--- src/rtl/wb_port_arbiter_pkg.sv ---
// Shared widths, write-port grant encoding and the buffered-result record
// used by the writeback arbiter and its holding FIFO.
package defs;

  localparam int XLEN       = 32;
  localparam int REG_ADDR_W = 5;

  typedef enum logic [1:0] {
    GNT_NONE = 2'd0,
    GNT_PIPE = 2'd1,
    GNT_MC   = 2'd2
  } grant_e;

  typedef struct packed {
    logic [REG_ADDR_W-1:0] rd;
    logic [XLEN-1:0]       data;
  } wb_entry_t;

endpackage

--- src/rtl/wb_port_arbiter_hold_fifo.sv ---
// Small synchronous FIFO buffering multi-cycle results ({rd, data}) until
// they win the register-file write port.
module wb_hold_fifo
  import defs::*;
#(
  parameter int DEPTH = 2
) (
  input  logic      clk,
  input  logic      rst_n,
  input  logic      push,
  input  wb_entry_t push_entry,
  input  logic      pop,
  output logic      full,
  output logic      empty,
  output wb_entry_t head
);

  localparam int PTR_W = $clog2(DEPTH);
  localparam logic [PTR_W:0] DEPTH_CNT = (PTR_W + 1)'(DEPTH);

  wb_entry_t mem_q [DEPTH];

  logic [PTR_W-1:0] wr_ptr_q, wr_ptr_d;
  logic [PTR_W-1:0] rd_ptr_q, rd_ptr_d;
  logic [PTR_W:0]   count_q, count_d;
  logic             do_push, do_pop;

  assign full    = (count_q == DEPTH_CNT);
  assign empty   = (count_q == '0);
  assign do_push = push && !full;
  assign do_pop  = pop && !empty;
  assign head    = mem_q[rd_ptr_q];

  always_comb begin
    wr_ptr_d = wr_ptr_q;
    rd_ptr_d = rd_ptr_q;
    count_d  = count_q;
    if (do_push) wr_ptr_d = wr_ptr_q + PTR_W'(1);
    if (do_pop)  rd_ptr_d = rd_ptr_q + PTR_W'(1);
    // Simultaneous push and pop leaves the occupancy unchanged.
    case ({do_push, do_pop})
      2'b10:   count_d = count_q + (PTR_W + 1)'(1);
      2'b01:   count_d = count_q - (PTR_W + 1)'(1);
      default: count_d = count_q;
    endcase
  end

  always_ff @(posedge clk) begin
    if (!rst_n) begin
      wr_ptr_q <= '0;
      rd_ptr_q <= '0;
      count_q  <= '0;
    end else begin
      wr_ptr_q <= wr_ptr_d;
      rd_ptr_q <= rd_ptr_d;
      count_q  <= count_d;
    end
  end

  always_ff @(posedge clk) begin
    if (rst_n && do_push) mem_q[wr_ptr_q] <= push_entry;
  end

endmodule

--- src/rtl/wb_port_arbiter.sv ---
// Register-file write-port arbiter: pipeline writeback has priority, buffered
// multi-cycle results drain in idle slots or by a forced one-cycle stall.
module wb_port_arbiter
  import defs::*;
#(
  parameter int DEPTH        = 2,
  parameter int STARVE_LIMIT = 4
) (
  input  logic                  clk,
  input  logic                  rst_n,
  input  logic                  wb_reg_write_en,
  input  logic                  wb_mem_to_reg,
  input  logic [REG_ADDR_W-1:0] wb_rd_addr,
  input  logic [XLEN-1:0]       wb_data_memory,
  input  logic [XLEN-1:0]       wb_alu_result,
  input  logic                  mc_valid,
  input  logic [REG_ADDR_W-1:0] mc_rd_addr,
  input  logic [XLEN-1:0]       mc_data,
  output logic                  mc_ready,
  output logic                  stall_req,
  output logic                  rf_we,
  output logic [REG_ADDR_W-1:0] rf_waddr,
  output logic [XLEN-1:0]       rf_wdata
);

  localparam int SC_W = $clog2(STARVE_LIMIT + 1);
  localparam logic [SC_W-1:0] LIMIT = SC_W'(STARVE_LIMIT);

  logic                  pipe_req;
  logic [XLEN-1:0]       pipe_wdata;
  logic                  fifo_full, fifo_empty;
  logic                  push, pop;
  wb_entry_t             head, push_entry;
  grant_e                grant;
  logic [SC_W-1:0]       starve_cnt_q, starve_cnt_d;
  logic                  rf_we_q, rf_we_d;
  logic [REG_ADDR_W-1:0] rf_waddr_q, rf_waddr_d;
  logic [XLEN-1:0]       rf_wdata_q, rf_wdata_d;

  assign pipe_req   = wb_reg_write_en && (wb_rd_addr != '0);
  assign pipe_wdata = wb_mem_to_reg ? wb_data_memory : wb_alu_result;

  // Ready is held high while in reset; x0 handshakes complete but are dropped.
  assign mc_ready        = !rst_n || !fifo_full;
  assign push            = mc_valid && mc_ready && (mc_rd_addr != '0);
  assign push_entry.rd   = mc_rd_addr;
  assign push_entry.data = mc_data;
  assign pop             = (grant == GNT_MC);

  wb_hold_fifo #(.DEPTH(DEPTH)) u_fifo (
    .clk        (clk),
    .rst_n      (rst_n),
    .push       (push),
    .push_entry (push_entry),
    .pop        (pop),
    .full       (fifo_full),
    .empty      (fifo_empty),
    .head       (head)
  );

  always_comb begin
    grant     = GNT_NONE;
    stall_req = 1'b0;
    if (fifo_empty) begin
      if (pipe_req) grant = GNT_PIPE;
    end else if (!pipe_req) begin
      grant = GNT_MC;
    end else if (starve_cnt_q < LIMIT) begin
      grant = GNT_PIPE;
    end else begin
      // Head has starved long enough: steal the port and hold the pipeline.
      grant     = GNT_MC;
      stall_req = rst_n;
    end
  end

  always_comb begin
    starve_cnt_d = starve_cnt_q;
    if (pop) begin
      starve_cnt_d = '0;
    end else if (!fifo_empty && grant == GNT_PIPE && starve_cnt_q < LIMIT) begin
      starve_cnt_d = starve_cnt_q + SC_W'(1);
    end
  end

  always_comb begin
    rf_we_d    = 1'b0;
    rf_waddr_d = rf_waddr_q;
    rf_wdata_d = rf_wdata_q;
    case (grant)
      GNT_PIPE: begin
        rf_we_d    = 1'b1;
        rf_waddr_d = wb_rd_addr;
        rf_wdata_d = pipe_wdata;
      end
      GNT_MC: begin
        rf_we_d    = 1'b1;
        rf_waddr_d = head.rd;
        rf_wdata_d = head.data;
      end
      default: ;
    endcase
  end

  always_ff @(posedge clk) begin
    if (!rst_n) begin
      starve_cnt_q <= '0;
      rf_we_q      <= 1'b0;
      rf_waddr_q   <= '0;
      rf_wdata_q   <= '0;
    end else begin
      starve_cnt_q <= starve_cnt_d;
      rf_we_q      <= rf_we_d;
      rf_waddr_q   <= rf_waddr_d;
      rf_wdata_q   <= rf_wdata_d;
    end
  end

  assign rf_we    = rf_we_q;
  assign rf_waddr = rf_waddr_q;
  assign rf_wdata = rf_wdata_q;

endmodule

--- config.mk ---
export PLATFORM = sky130hd
export DESIGN_NAME = wb_port_arbiter
export DESIGN_NICKNAME = d
export VERILOG_FILES = /design/src/rtl/wb_port_arbiter_pkg.sv /design/src/rtl/wb_port_arbiter_hold_fifo.sv /design/src/rtl/wb_port_arbiter.sv
export SDC_FILE = /design/constraint.sdc
export NUM_CORES = 1
export LEC_CHECK = 0
export CORE_MARGIN = 8
export CORE_UTILIZATION = 51
export CTS_CLUSTER_DIAMETER = 40
export DETAILED_ROUTE_END_ITERATION = 8
export GPL_TIMING_DRIVEN = 1
export PLACE_DENSITY = 0.93
export REMOVE_ABC_BUFFERS = 1
export SKIP_LAST_GASP = 1
export SLEW_MARGIN = 20
export SYNTH_ARGS = -nofsm -noshare
export SYNTH_HDL_FRONTEND = slang
export SYNTH_SLANG_ARGS = --single-unit
--- constraint.sdc ---
create_clock -name clk -period 6.7 [get_ports clk]
set_input_delay 0.67 -clock clk [delete_from_list [all_inputs] [get_ports clk]]
set_output_delay 0.67 -clock clk [all_outputs]
set_load 0.005 [all_outputs]
* Word-level counts from Yosys, hierarchy flattened
Memory sizes are Yosys's and may differ from the RTL's. A register that Yosys moved wholly into a read port is not among the register bits.
Index checks and enable logic that the tools add are counted.
** Cells by class
- $add $sub $neg :: 5
- $lt $le $gt $ge :: 1
- Equal/unequal tests :: 5
- Muxes and demuxes :: 16
- Bitwise gates (word level) :: 1
- Reduce and logical (&&, ||, !) cells :: 19
** Operators by type and width (number)
- $pmux W32 S2 :: 1
- $mux W32 :: 1
- $pmux W5 S2 :: 1
- $reduce_bool A5 Y1 :: 2
- $mux W1 :: 9
- $logic_and A1 B1 Y1 :: 8
- $eq A2 B2 Y1 const B :: 3
- $mux W2 :: 3
- $eq A2 B1 Y1 const B :: 2
- $pmux W2 S2 :: 1
- $reduce_bool A2 Y1 :: 2
- $reduce_or A2 Y1 :: 2
- $add A3 B1 Y3 const B :: 1
- $logic_not A1 Y1 :: 3
- $lt A3 B3 Y1 const B :: 1
- $add A1 B1 Y1 const B :: 2
- $add A2 B1 Y2 const B :: 1
- $logic_not A2 Y1 :: 1
- $sub A2 B1 Y2 const B :: 1
- $logic_or A1 B1 Y1 :: 1
- $not A1 Y1 :: 1
** Storage, ports and cells
- Flip-flop bits (word level) :: 45
- Bits in writable memories :: 74
- Input port bits :: 111
- Output and inout port bits :: 40
- Word-level logic and storage cells :: 55
- Memories kept :: 1
** Memories
- u_fifo.mem_q :: words 2, bits a word 37, read ports 1, clocked after memory_dff 1, write ports 1, RTL line wb_port_arbiter_hold_fifo.sv:21 : wb_entry_t mem_q [DEPTH];

* Longest topological paths before layout
- Word-level depth :: 9
- Mapped depth :: 10
- Gate-level depth less buffers :: 9

* Modules after synthesis
From an unflattened synthesis, not the netlist that was laid out.
** Second synthesis, totals
- Cell total of the unflattened synthesis :: 381
- Area, all modules :: 5353.9 um^2
** By module, submodules not included
- wb_hold_fifo :: instances 1, cells each 141, area each 2901.5 um^2, sequential area each 2322.2 um^2
- wb_port_arbiter :: instances 1, cells each 240, area each 2452.4 um^2, sequential area each 820.8 um^2

* Worst setup path before layout
No wires, ideal clock.
- Kind :: in2reg
- Start :: input port rst_n
- End :: memory u_fifo.mem_q[0][0] in the netlist's numbering (enable)
- Library setup time :: 431 ps
- Arrival time :: 2543 ps
- Required time :: 6269 ps
- Setup slack :: 3726 ps
- Stages :: 3
- Buffers on the path :: 1
- Cell sequence :: buf_2 o2111ai_1 nor2_1
** Between the ends
- Longest elaborated chain between the ends :: 8
** RTL lines
- start, declared :: RTL line wb_port_arbiter.sv:10 : input logic rst_n,
- $logic_not A1 Y1
- $logic_or A1 B1 Y1 :: RTL line wb_port_arbiter.sv:44 : assign mc_ready = !rst_n || !fifo_full;
- $logic_and A1 B1 Y1 (2 in a row) :: RTL line wb_port_arbiter.sv:45 : assign push = mc_valid && mc_ready && (mc_rd_addr != '0);
- $logic_and A1 B1 Y1 :: RTL line wb_port_arbiter_hold_fifo.sv:30 : assign do_push = push && !full;
- $logic_and A1 B1 Y1 (*) :: RTL line wb_port_arbiter_hold_fifo.sv:61 : if (rst_n && do_push) mem_q[wr_ptr_q] <= push_entry;
- $mux W1 (*) :: RTL line wb_port_arbiter_hold_fifo.sv:61
- $mux W1 (not written as such) (*) :: RTL line wb_port_arbiter_hold_fifo.sv:61
- end, declared :: RTL line wb_port_arbiter_hold_fifo.sv:21
Mark *: on every way between the ends. The rest lies on a longest branch, timed or not.

* Final worst setup path
- Start :: input port wb_rd_addr[3]
- End :: register rf_waddr_q[2], in the netlist rf_waddr[2]
** Between the ends
- Longest elaborated chain between the ends :: 6
- Elaborated cells between the ends (all ways) :: 9
- Those cells by class :: eq/ne: 2; mux: 4; reduce/logical: 3
** RTL lines
- start, declared :: RTL line wb_port_arbiter.sv:13 : input logic [REG_ADDR_W-1:0] wb_rd_addr,
- $reduce_bool A5 Y1 (*) :: RTL line wb_port_arbiter.sv:40 : assign pipe_req = wb_reg_write_en && (wb_rd_addr != '0);
- $logic_and A1 B1 Y1 (*) :: RTL line wb_port_arbiter.sv:40
- $mux W2 / $mux W1 (equally long branches) :: RTL line wb_port_arbiter.sv:66, wb_port_arbiter.sv:65
- $mux W2 (*) :: RTL line wb_port_arbiter.sv:64 : if (fifo_empty) begin
- $eq A2 B2 Y1 / $eq A2 B1 Y1 (equally long branches) :: RTL line wb_port_arbiter.sv:90 : case (grant)
- $pmux W5 S2 / $reduce_bool A2 Y1 (equally long branches)
- end signal, assigned :: RTL line wb_port_arbiter.sv:114 : rf_waddr_q <= rf_waddr_d;
- end, declared :: RTL line wb_port_arbiter.sv:37 : logic [REG_ADDR_W-1:0] rf_waddr_q, rf_waddr_d;
Marks and branches as above.
A chain may end at the register's enable or synchronous reset.

==> summary.md <==
| Metric | Value |
|---|---|
| Initial antenna violation count | 0 |
| Number of core rows | 36 |
| Vias | 3611 |
| Total gr overflow | 0 |
| Clock skew | a little over 6 ps |
| Cell variety after synth | 36 |
| Final setup TNS | 0 ps |
| Tmin final | 3670 ps |
| Largest net degree at the start of global routing | 49 |
| Synthesized-area fraction occupied by adder cells | 0.00981 |
| Average wire per standard cell | 19.1 um |
| Run status | finished clean |
| Hold Buf Count CTS | 0 |
| Final hold slack | 482 ps |
| Syn-to-layout area delta | 41.5% |
| Initial Util | 0.525 |
| Num CTS Buffers | 17 |
| Synth area leader | edfxtp_1 |
| CP Launch Type | primary input |
| GPL Wtd Cong | 0.750 |
| Max IR drop VDD | 0.000199 V |
| Pre-antenna DRT Iters | 4 |
| Die Ht | 116 um |
| Final Max Slew Viols | 0 |
| #FFs+latches synth | 120 |
| Vias in the first global route | 3863 |
| Post CTS Setup Buffer Count | 0 |
| PD cells | between 200 and 300 nW/um^2 |
| Horiz. Die Dim | 116 um |
| Fin crit share | 0.548 |
| Top Ports | 151 |
| Worst setup EP type | register |
| Top cell type's share of synthesized area | 0.435 |
| Final ANT Viol Nets | 0 |
| Critical path's top delay family | simple AND/OR/NAND/NOR gates |
| Hold Path Class | register to register |
| DIE AREA | 13500 sq um |
| XOR/XNOR Fraction of Synth Area | 0.00515 |
| Clock-pin slew on the worst setup and hold paths | roughly 50 ps |
| Worst EP required | 7080 ps |
| Largest family of logic cells by synthesized area | multiplexers |
| WL final | roughly 13000 um |
| Root buffer cell | clkbuf_8 |
| Slew @ Worst Pin | 1050 ps |
| Layout cells sized above 1 | 0.149 |
| Buffers on Ports | 150 |
| Hpwl dp | around 8600 um |
| Most common cell after layout, fill and taps aside | clkdlybuf4s50_1 |
| Top cells by area, synth | edfxtp_1 44%, dfxtp_1 18%, mux2i_1 14% |
| Gate Count Post-Synth | between 300 and 400 |
| Synth Area in Simple Gates | 0.0579 |
| First-pass GRT wire length | 19300 um |
| CP cell instances | clkdlybuf4s50_1, or4_1, o21ai_2, o21ai_0, ha_2, nand2b_1, buf_4, a211oi_1, a31o_2 |
| # DRC | 0 |
| Skew-Pair Late Insertion Delay | approximately 500 ps |
| Total Power | between 2 and 2.5 mW |
| Final Hold Vio Count | 0 |
| Number of max-cap violations | 0 |
| Ys Warns | 0 |
| Crit-path max cell delay | 790 ps |
| Syn avg cell area | 13.6 sq um |
| Worst path bufs/invs | 2 |
| Sink Count | 120 |
| Slew HR | 0.298 |
| Max clock buf depth | 2 |
| Nets | 632 |
| H-tree depth | 4 |
| Sequential-to-total area share from yosys stat | 0.616 |
| Mapped Area | 5100 sq um |
| Commonest cells after routing, fill and taps aside | 148 x clkdlybuf4s50_1, 74 x edfxtp_1, 69 x mux2i_1 |
| CP Class | primary input to register |
| Crit path max fanout | 38 |
| ANT cells | 0 |
| TritonCTS clock tree | yes |
| Setup-failing EPs final | 0 |
| Post-CTS Resized | 0 |
| Vias per cell | 5.45 |
| Multiplexer area fraction after synthesis | 0.206 |
| Fmax | around 0.27 GHz |
| Compound-cell area share of the yosys netlist | 0.0701 |
| P_leak | 2.52 nW |
| Worst path slowest cell | ha_2 |
| Critical Path AT | 4050 ps |
| Core box area | 9730 sq um |
| DR iter-0 viols | 228 |
| Total Routing Usage GR | 0.188 |
| RSZ-0062 raised after global routing | no |
==> final timing paths <==
kind	start	to	slack, ps	depth (start not counted)
worst max-delay path	wb_rd_addr[3]	rf_waddr[2]	3030	9
worst min-delay path	rf_wdata[14]	rf_wdata[14]	480	2
worst max register to register	u_fifo.count_q[0]	rf_waddr[2]	3720	7
worst min register to register	rf_wdata[14]	rf_wdata[14]	480	2
==> cell families after synthesis <==
family	count (synthesis)
xor gates and xnor gates	3
AOI/OAI and AO/OA	60
and+or+nand+nor	56
DFF	120
adders and majority gates	4
muxes	101
buffers and inverters	30
==> area by class of cell <==
| cell class | instances | area, sq um |
|---|---|---|
| clock inverters | 12 | 151 |
| flip-flops and latches | 120 | 3150 |
| multi-input cells | 224 | 1790 |
| fillers | 664 | 2510 |
| inverters | 2 | 7.51 |
| repair buffers | 152 | 1520 |
| well taps | 133 | 166 |
| clock buffers | 20 | 435 |
==> synth_stat cells (all sizes together) <==
| library cell | number |
|---|---|
| mux2 | 32 |
| nand3b | 2 |
| or2 | 1 |
| a21o | 1 |
| ha | 4 |
| nand2 | 1 |
| mux2i | 69 |
| clkbuf | 13 |
| or3 | 2 |
| and3 | 1 |
| o22ai | 1 |
| and2 | 1 |
| a21boi | 1 |
| o211a | 1 |
| nor2 | 8 |
| a31o | 5 |
| a21oi | 4 |
| o21a | 3 |
| a211oi | 5 |
| inv | 2 |
| nand3 | 33 |
| o21ai | 38 |
| nor2b | 2 |
| edfxtp | 74 |
| or4 | 2 |
| nand2b | 3 |
| xnor2 | 3 |
| dfxtp | 46 |
| o2111ai | 1 |
| buf | 15 |
==> per-layer routing <==
layer	GRT usage	wire length (um)	vias to the layer above
met5	0	0	-
met4	0.0882	265	0
met3	0.0516	926	21
met2	0.339	6710	153
met1	0.200	4740	1737
li1	-	-	1700
==> report_power, final <==
part	switching, mW	total [mW]	internal [mW]
clock network	0.308	0.883	0.574
registers	0.0406	0.891	0.850
logic	0.135	0.326	0.191
==> worst reg2reg max path, delay by kind of cell (launching register included) <==
| kind | cells | cell delay (ps) |
|---|---|---|
| AOI/OAI and AO/OA | 3 | 480 |
| adders and majority gates | 1 | 790 |
| buffers and inverters | 1 | 360 |
| DFF | 1 | 460 |
| and+or+nand+nor | 2 | 780 |
==> registers in the layout, indices dropped and copies added, names as in the netlist, named ones only <==
signal,flops
rf_we,1
rf_wdata,32
u_fifo.rd_ptr_q,1
u_fifo.count_q,2
starve_cnt_q,3
u_fifo.mem_q,74
rf_waddr,5
u_fifo.wr_ptr_q,1
==> through the flow <==
| step | instance area, sq um | setup WS (ps) | instances | util |
|---|---|---|---|---|
| 2_1_floorplan | 4930 | 3090 | 346 | - |
| 3_3_place_gp | 6610 | 2450 | 630 | 0.679 |
| 3_5_place_dp | 6610 | 2250 | 630 | 0.680 |
| 4_1_cts | 7200 | 2740 | 662 | 0.740 |
| 5_1_grt | 7220 | 2790 | 663 | 0.742 |
| 6_report | 7220 | 3030 | 663 | 0.742 |
(Power assumes the default switching activity.)
